`config.mk`:
```
export PLATFORM = sky130hd
export DESIGN_NAME = e603_gnrl_clkgate_ctrl_flat
export DESIGN_NICKNAME = d
export VERILOG_FILES = /design/src/rtl/e603_gnrl_clkgate_ctrl_if.sv /design/src/rtl/e603_gnrl_clkgate_ctrl.sv /design/src/flat_wrapper.sv
export SDC_FILE = /design/constraint.sdc
export NUM_CORES = 1
export LEC_CHECK = 0
export CAP_MARGIN = 20
export CORE_MARGIN = 2
export CORE_UTILIZATION = 57
export CTS_CLUSTER_SIZE = 8
export DETAILED_ROUTE_END_ITERATION = 7
export GPL_ROUTABILITY_DRIVEN = 0
export PLACE_DENSITY = 0.85
export SYNTH_ARGS = -nofsm -noshare
export SYNTH_HDL_FRONTEND = slang
export SYNTH_SLANG_ARGS = --single-unit
```
`constraint.sdc`:
```
create_clock -name clk -period 4.45 [get_ports clk]
set_input_delay 1.1125 -clock clk [delete_from_list [all_inputs] [get_ports clk]]
set_output_delay 1.1125 -clock clk [all_outputs]
set_load 0.005 [all_outputs]
```
`src/rtl/e603_gnrl_clkgate_ctrl_if.sv`:
```
// Per-channel activity, wake handshake and gate-cell control bundle for the clock-gating controller.
// master = core/bus units side, slave = gating controller side.
interface e603_gnrl_clkgate_ctrl_if #(
  parameter int CH_NUM = 4
);
  logic [CH_NUM-1:0] cfg_gate_allow;
  logic [CH_NUM-1:0] busy;
  logic [CH_NUM-1:0] wake_req;
  logic [CH_NUM-1:0] wake_ack;
  logic [CH_NUM-1:0] cg_en;
  logic [CH_NUM-1:0] cg_bypass;
  logic [CH_NUM-1:0] gated;

  modport master (
    output cfg_gate_allow, busy, wake_req,
    input  wake_ack, cg_en, cg_bypass, gated
  );

  modport slave (
    input  cfg_gate_allow, busy, wake_req,
    output wake_ack, cg_en, cg_bypass, gated
  );
endinterface

```
`src/rtl/e603_gnrl_clkgate_ctrl.sv`:
```
// N-channel automatic clock-gating controller: gates each domain after IDLE_CYC idle cycles, wakes on request.
// Optional per-channel gated-cycle statistics are enabled by defining E603_CG_STATS_EN.
module e603_gnrl_clkgate_ctrl #(
  parameter int CH_NUM   = 4,
  parameter int IDLE_CYC = 16,
  parameter int WAKE_LAT = 2,
  parameter int CNT_W    = 5
) (
  e603_gnrl_clkgate_ctrl_if.slave cg,
  input  logic                   clk,
  input  logic                   rst,
  input  logic                   cfg_bypass
`ifdef E603_CG_STATS_EN
  ,
  input  logic                   stats_clr,
  output logic [CH_NUM*32-1:0]   gated_cnt
`endif
);

  typedef enum logic [1:0] {
    ST_RUN   = 2'd0,
    ST_GATED = 2'd1,
    ST_WAKE  = 2'd2
  } cg_state_e;

  logic [CH_NUM-1:0] cg_en_w;
  logic [CH_NUM-1:0] gated_w;
  logic [CH_NUM-1:0] wake_ack_w;
  logic [CH_NUM-1:0] cg_bypass_reg;

  genvar gi;
  generate
    for (gi = 0; gi < CH_NUM; gi++) begin : g_ch
      cg_state_e        state_reg, state_next;
      logic [CNT_W-1:0] cnt_reg, cnt_next;
      logic             ack_reg, ack_next;
      logic             idle;
      logic             wake_cond;

      assign idle      = ~cg.busy[gi] & ~cg.wake_req[gi] & cg.cfg_gate_allow[gi] & ~cfg_bypass;
      // Losing gating permission while gated behaves like a wake request.
      assign wake_cond = cg.busy[gi] | cg.wake_req[gi] | ~cg.cfg_gate_allow[gi];

      always_ff @(posedge clk) begin
        if (rst) begin
          state_reg <= ST_RUN;
          cnt_reg   <= '0;
          ack_reg   <= 1'b0;
        end else begin
          state_reg <= state_next;
          cnt_reg   <= cnt_next;
          ack_reg   <= ack_next;
        end
      end

      always_comb begin
        state_next = state_reg;
        cnt_next   = cnt_reg;
        ack_next   = 1'b0;
        if (cfg_bypass) begin
          state_next = ST_RUN;
          cnt_next   = '0;
          ack_next   = cg.wake_req[gi];
        end else begin
          case (state_reg)
            ST_RUN: begin
              ack_next = cg.wake_req[gi];
              if (idle) begin
                if (cnt_reg == CNT_W'(IDLE_CYC - 1)) begin
                  state_next = ST_GATED;
                  cnt_next   = '0;
                end else begin
                  cnt_next = cnt_reg + 1'b1;
                end
              end else begin
                cnt_next = '0;
              end
            end
            ST_GATED: begin
              if (wake_cond) begin
                if (WAKE_LAT == 0) begin
                  state_next = ST_RUN;
                  cnt_next   = '0;
                  ack_next   = cg.wake_req[gi];
                end else begin
                  state_next = ST_WAKE;
                  cnt_next   = CNT_W'(1);
                end
              end
            end
            ST_WAKE: begin
              // Settle window: the clock is already enabled, ack only once it has counted out.
              if (cnt_reg == CNT_W'(WAKE_LAT)) begin
                state_next = ST_RUN;
                cnt_next   = '0;
                ack_next   = cg.wake_req[gi];
              end else begin
                cnt_next = cnt_reg + 1'b1;
              end
            end
            default: begin
              state_next = ST_RUN;
              cnt_next   = '0;
            end
          endcase
        end
      end

      assign cg_en_w[gi]    = (state_reg != ST_GATED);
      assign gated_w[gi]    = (state_reg == ST_GATED);
      assign wake_ack_w[gi] = ack_reg;

`ifdef E603_CG_STATS_EN
      logic [31:0] gated_cnt_reg;

      always_ff @(posedge clk) begin
        if (rst || stats_clr) begin
          gated_cnt_reg <= '0;
        end else if ((state_reg == ST_GATED) && (gated_cnt_reg != 32'hFFFF_FFFF)) begin
          gated_cnt_reg <= gated_cnt_reg + 32'd1;
        end
      end

      assign gated_cnt[gi*32 +: 32] = gated_cnt_reg;
`endif
    end
  endgenerate

  always_ff @(posedge clk) begin
    if (rst) begin
      cg_bypass_reg <= '0;
    end else begin
      cg_bypass_reg <= {CH_NUM{cfg_bypass}};
    end
  end

  assign cg.cg_en     = cg_en_w;
  assign cg.gated     = gated_w;
  assign cg.wake_ack  = wake_ack_w;
  assign cg.cg_bypass = cg_bypass_reg;

endmodule

```
`src/flat_wrapper.sv`:
```
// flat-port wrapper written by rule: the top's interface ports become plain ports
module e603_gnrl_clkgate_ctrl_flat 
#(
  parameter int CH_NUM   = 4,
  parameter int IDLE_CYC = 16,
  parameter int WAKE_LAT = 2,
  parameter int CNT_W    = 5
)
  (clk, rst, cfg_bypass, cg_cfg_gate_allow, cg_busy, cg_wake_req, cg_wake_ack, cg_cg_en, cg_cg_bypass, cg_gated);
  e603_gnrl_clkgate_ctrl_if #(.CH_NUM(CH_NUM)) cg_i ();
  input  logic clk;
  input  logic rst;
  input  logic cfg_bypass;
  input wire logic [$bits(cg_i.cfg_gate_allow)-1:0] cg_cfg_gate_allow;
  input wire logic [$bits(cg_i.busy)-1:0] cg_busy;
  input wire logic [$bits(cg_i.wake_req)-1:0] cg_wake_req;
  output wire logic [$bits(cg_i.wake_ack)-1:0] cg_wake_ack;
  output wire logic [$bits(cg_i.cg_en)-1:0] cg_cg_en;
  output wire logic [$bits(cg_i.cg_bypass)-1:0] cg_cg_bypass;
  output wire logic [$bits(cg_i.gated)-1:0] cg_gated;
  assign cg_i.cfg_gate_allow = cg_cfg_gate_allow;
  assign cg_i.busy = cg_busy;
  assign cg_i.wake_req = cg_wake_req;
  assign cg_wake_ack = cg_i.wake_ack;
  assign cg_cg_en = cg_i.cg_en;
  assign cg_cg_bypass = cg_i.cg_bypass;
  assign cg_gated = cg_i.gated;
  e603_gnrl_clkgate_ctrl #(.CH_NUM(CH_NUM), .IDLE_CYC(IDLE_CYC), .WAKE_LAT(WAKE_LAT), .CNT_W(CNT_W)) u_core (.cg(cg_i), .clk(clk), .rst(rst), .cfg_bypass(cfg_bypass));
endmodule
```
==> results.py <==
metrics = {
    "clock_network": {
        "clk_pin_slew_ns": 0.10,
        "postCtsSetupBuffers": 0,
        "cts_buffers": 5,
        "holdBufCountCts": 0,
        "cts.sinks": 33,
        "clk_latency_ns": 0.32,
        "cts_tree": "done",
        "clock_path_buffers": 2,
        "root_buffer": "clkbuf_4",
        "ctsHtreeMaxLevel": 2,
        "post_cts_resized": 0,
    },
    "timing": {
        "tns_ns": 0,
        "slew_headroom": 0.6491,
        "timing.final.crit_share": 0.6216,
        "setup_violations": 0,
        "hold_viol": 0,
        "rsz0062_at_grt": "no",
        "clock_skew_ns": 0.005706,
        "maxSlewViolCount": 0,
        "worst-slew-pin-transition_ns": 0.5264,
        "fmax_mhz": 361.5,
        "fin_crit_ns": 2.766,
    },
    "hold_path": {
        "hold_end": "u_core.g_ch[1].cnt_reg[3]",
        "holdPathStages": 2,
        "hold_path.class": "reg -> reg",
        "min-delay-start": "u_core.g_ch[1].cnt_reg[3]",
    },
    "final_layout": {
        "areaGrowthSynthToFinish_pct": 17.93,
        "diodes": 0,
        "nets": 282,
        "layout-drive-gt1-share": 0.09562,
        "largest_reg_flops": 20,
        "utilization": 0.7167,
        "fillers": 264,
        "stdcell_area_um2": 2206,
    },
    "synthesis": {
        "synth_nets": 258,
        "synth_top_area_frac": 0.3532,
        "synth_seq_area_share": 0.3532,
        "synth_cells": 227,
        "synth_common_cells": "33 x dfxtp_1, 26 x nor2_1, 22 x inv_1, 19 x a21oi_1, 16 x ha_1",
        "ys_async_sr_fraction": 0,
        "synth_edf_count": 0,
        "yosysMostFrequentCell": "dfxtp_1",
        "yosys.cell_types.count": 39,
        "ys_ff_latch": 33,
        "netlist_area_um2": 1871,
        "synth_ff_type": "dfxtp_1",
        "synthTopCellsByArea": "dfxtp_1 35%, ha_1 11%, nor2_1 5.2%, a21oi_1 5.1%, inv_1 4.4%",
        "syn_area_per_cell_um2": 8.240,
        "post-synth-top-area-cell": "dfxtp_1",
        "yosysWarnings": 0,
    },
    "floorplanning": {
        "placementRows": 20,
        "ios": 31,
        "die_y_um": 61.29,
        "coreArea_um2": 3078,
        "initial_core_util": 0.6077,
        "die_area_um2": 3756,
        "die_w_um": 61.29,
    },
    "worst_setup_path": {
        "regToRegSetupSlack_ns": 2.51,
        "critPathKind": "reg -> out",
        "cp-start-kind": "register",
        "slowest_delay_ns": 0.55,
        "required_ns": 3.34,
        "r2r-start": "u_core.g_ch[1].cnt_reg[0]",
        "worstPathCellList": "inv_1 -> nor2_1 -> clkdlybuf4s50_1",
        "worst_setup_path_end_kind": "primary output",
        "ff2ff_path_depth": 8,
        "r2r_end": "u_core.g_ch[1].cnt_reg[0]",
        "slowest_stage": "clkdlybuf4s50_1",
        "cp.arrival_ns": 1.65,
        "path_max_fanout": 6,
    },
    "drt": {
        "post_drt_via_cell_ratio": 5.437,
        "drt_iter0_drc": 71,
        "ant_nets": 0,
        "vias": 1604,
        "wire_per_inst_um": 12.25,
        "wirelength_um": 3613,
        "drc_errors": 0,
        "drt_pass1_iterations": 4,
    },
    "power": {
        "peakVddDrop_mv": 0.1358,
        "finalPower_mw": 0.5132,
        "p_per_area_nw_per_um2": 232.7,
        "leakagePower_nw": 0.8085,
    },
    "global_routing": {
        "grt_antenna_before_repair": 0,
        "grt_overflow": 0,
        "grt_pass1_wl_um": 6147,
        "track_usage": 0.2171,
        "grt_pass1_vias": 1468,
        "grt_max_degree": 28,
    },
    "placement": {
        "port_buffers": 30,
        "postPlaceCellArea_um2": 2151,
        "dp_hpwl_um": 2640,
    },
    "run": {
        "maxCapViolCount": 0,
    },
    "outcome": {
        "status": "finished clean",
    },
}
through the flow:
stage | setup slack (ns) | std cells | hold slack, ns
after floorplan | 2.152 | 227 | 0.4520
after global placement | 1.484 | 288 | 0.4754
after detailed placement | 1.456 | 288 | 0.4820
after CTS | 1.676 | 295 | 0.5056
after global routing | 1.571 | 295 | 0.5390
final | 1.684 | 295 | 0.5045
kinds of logic after synthesis:
kind of cell    synth area share
compound gates            0.1659
xor+xnor                0.004683
buf+inv                  0.08428
flops                     0.3532
simple gates              0.2849
fa+ha+maj                 0.1070
power by group:
part           internal (mW)  switching [mW]  total (mW)
combinational         0.0244          0.0166      0.0410
clock                 0.0746          0.0980       0.173
sequential             0.298         0.00153       0.300
total                  0.397           0.116       0.513
cell type report:
cell class,instances,area (um2),share of cell area
repair buffers,30,300.3,0.1361
flip-flops and latches,33,660.6,0.2995
clock buffers,7,55.05,0.02496
well taps,44,55.05,0.02496
multi-input cells,159,1052,0.4770
inverters,22,82.58,0.03744
worst max-delay path by stage:
stage	startpoint	to	slack (ns)
2_1_floorplan	cg_busy[1]	u_core.g_ch[1].cnt_reg[0]	2.15
3_3_place_gp	cfg_bypass	u_core.g_ch[0].cnt_reg[2]	1.48
3_5_place_dp	cfg_bypass	u_core.g_ch[0].cnt_reg[2]	1.46
4_1_cts	u_core.g_ch[3].state_reg[0]	cg_gated[3]	1.68
5_1_grt	u_core.g_ch[3].state_reg[0]	cg_gated[3]	1.57
6_report	u_core.g_ch[3].state_reg[0]	cg_gated[3]	1.68
worst max-delay path, delay by kind of cell (launching register included):
| kind | cells | cell delay, ns |
|---|---|---|
| buffers and inverters | 2 | 0.69 |
| AND/OR/NAND/NOR | 1 | 0.23 |
| flip-flops | 1 | 0.41 |
cells in the final DEF (no fill, tap or decap), drive strengths merged, types with 4 or more instances in the layout:
cell type | synthesis | final
a21oi | 19 | 19
clkbuf | 5 | 7
clkdlybuf4s50 | 0 | 30
dfxtp | 33 | 33
ha | 16 | 16
inv | 22 | 22
nand2 | 14 | 14
nand2b | 4 | 4
nand3 | 12 | 12
nor2 | 26 | 26
nor2b | 6 | 6
nor3 | 5 | 5
nor3b | 5 | 5
o211ai | 4 | 4
o21ai | 5 | 5
or2 | 5 | 5
or3b | 4 | 4
or4b | 7 | 7
metal layers:
layer,up-vias,wire (um),global-route usage
met5,-,0,0
met1,732,1715,0.2773
met3,5,155,0.03782
li1,834,-,-
met4,0,40,0.07453
met2,33,1701,0.3693
Power figures use the tool's default switching activity.
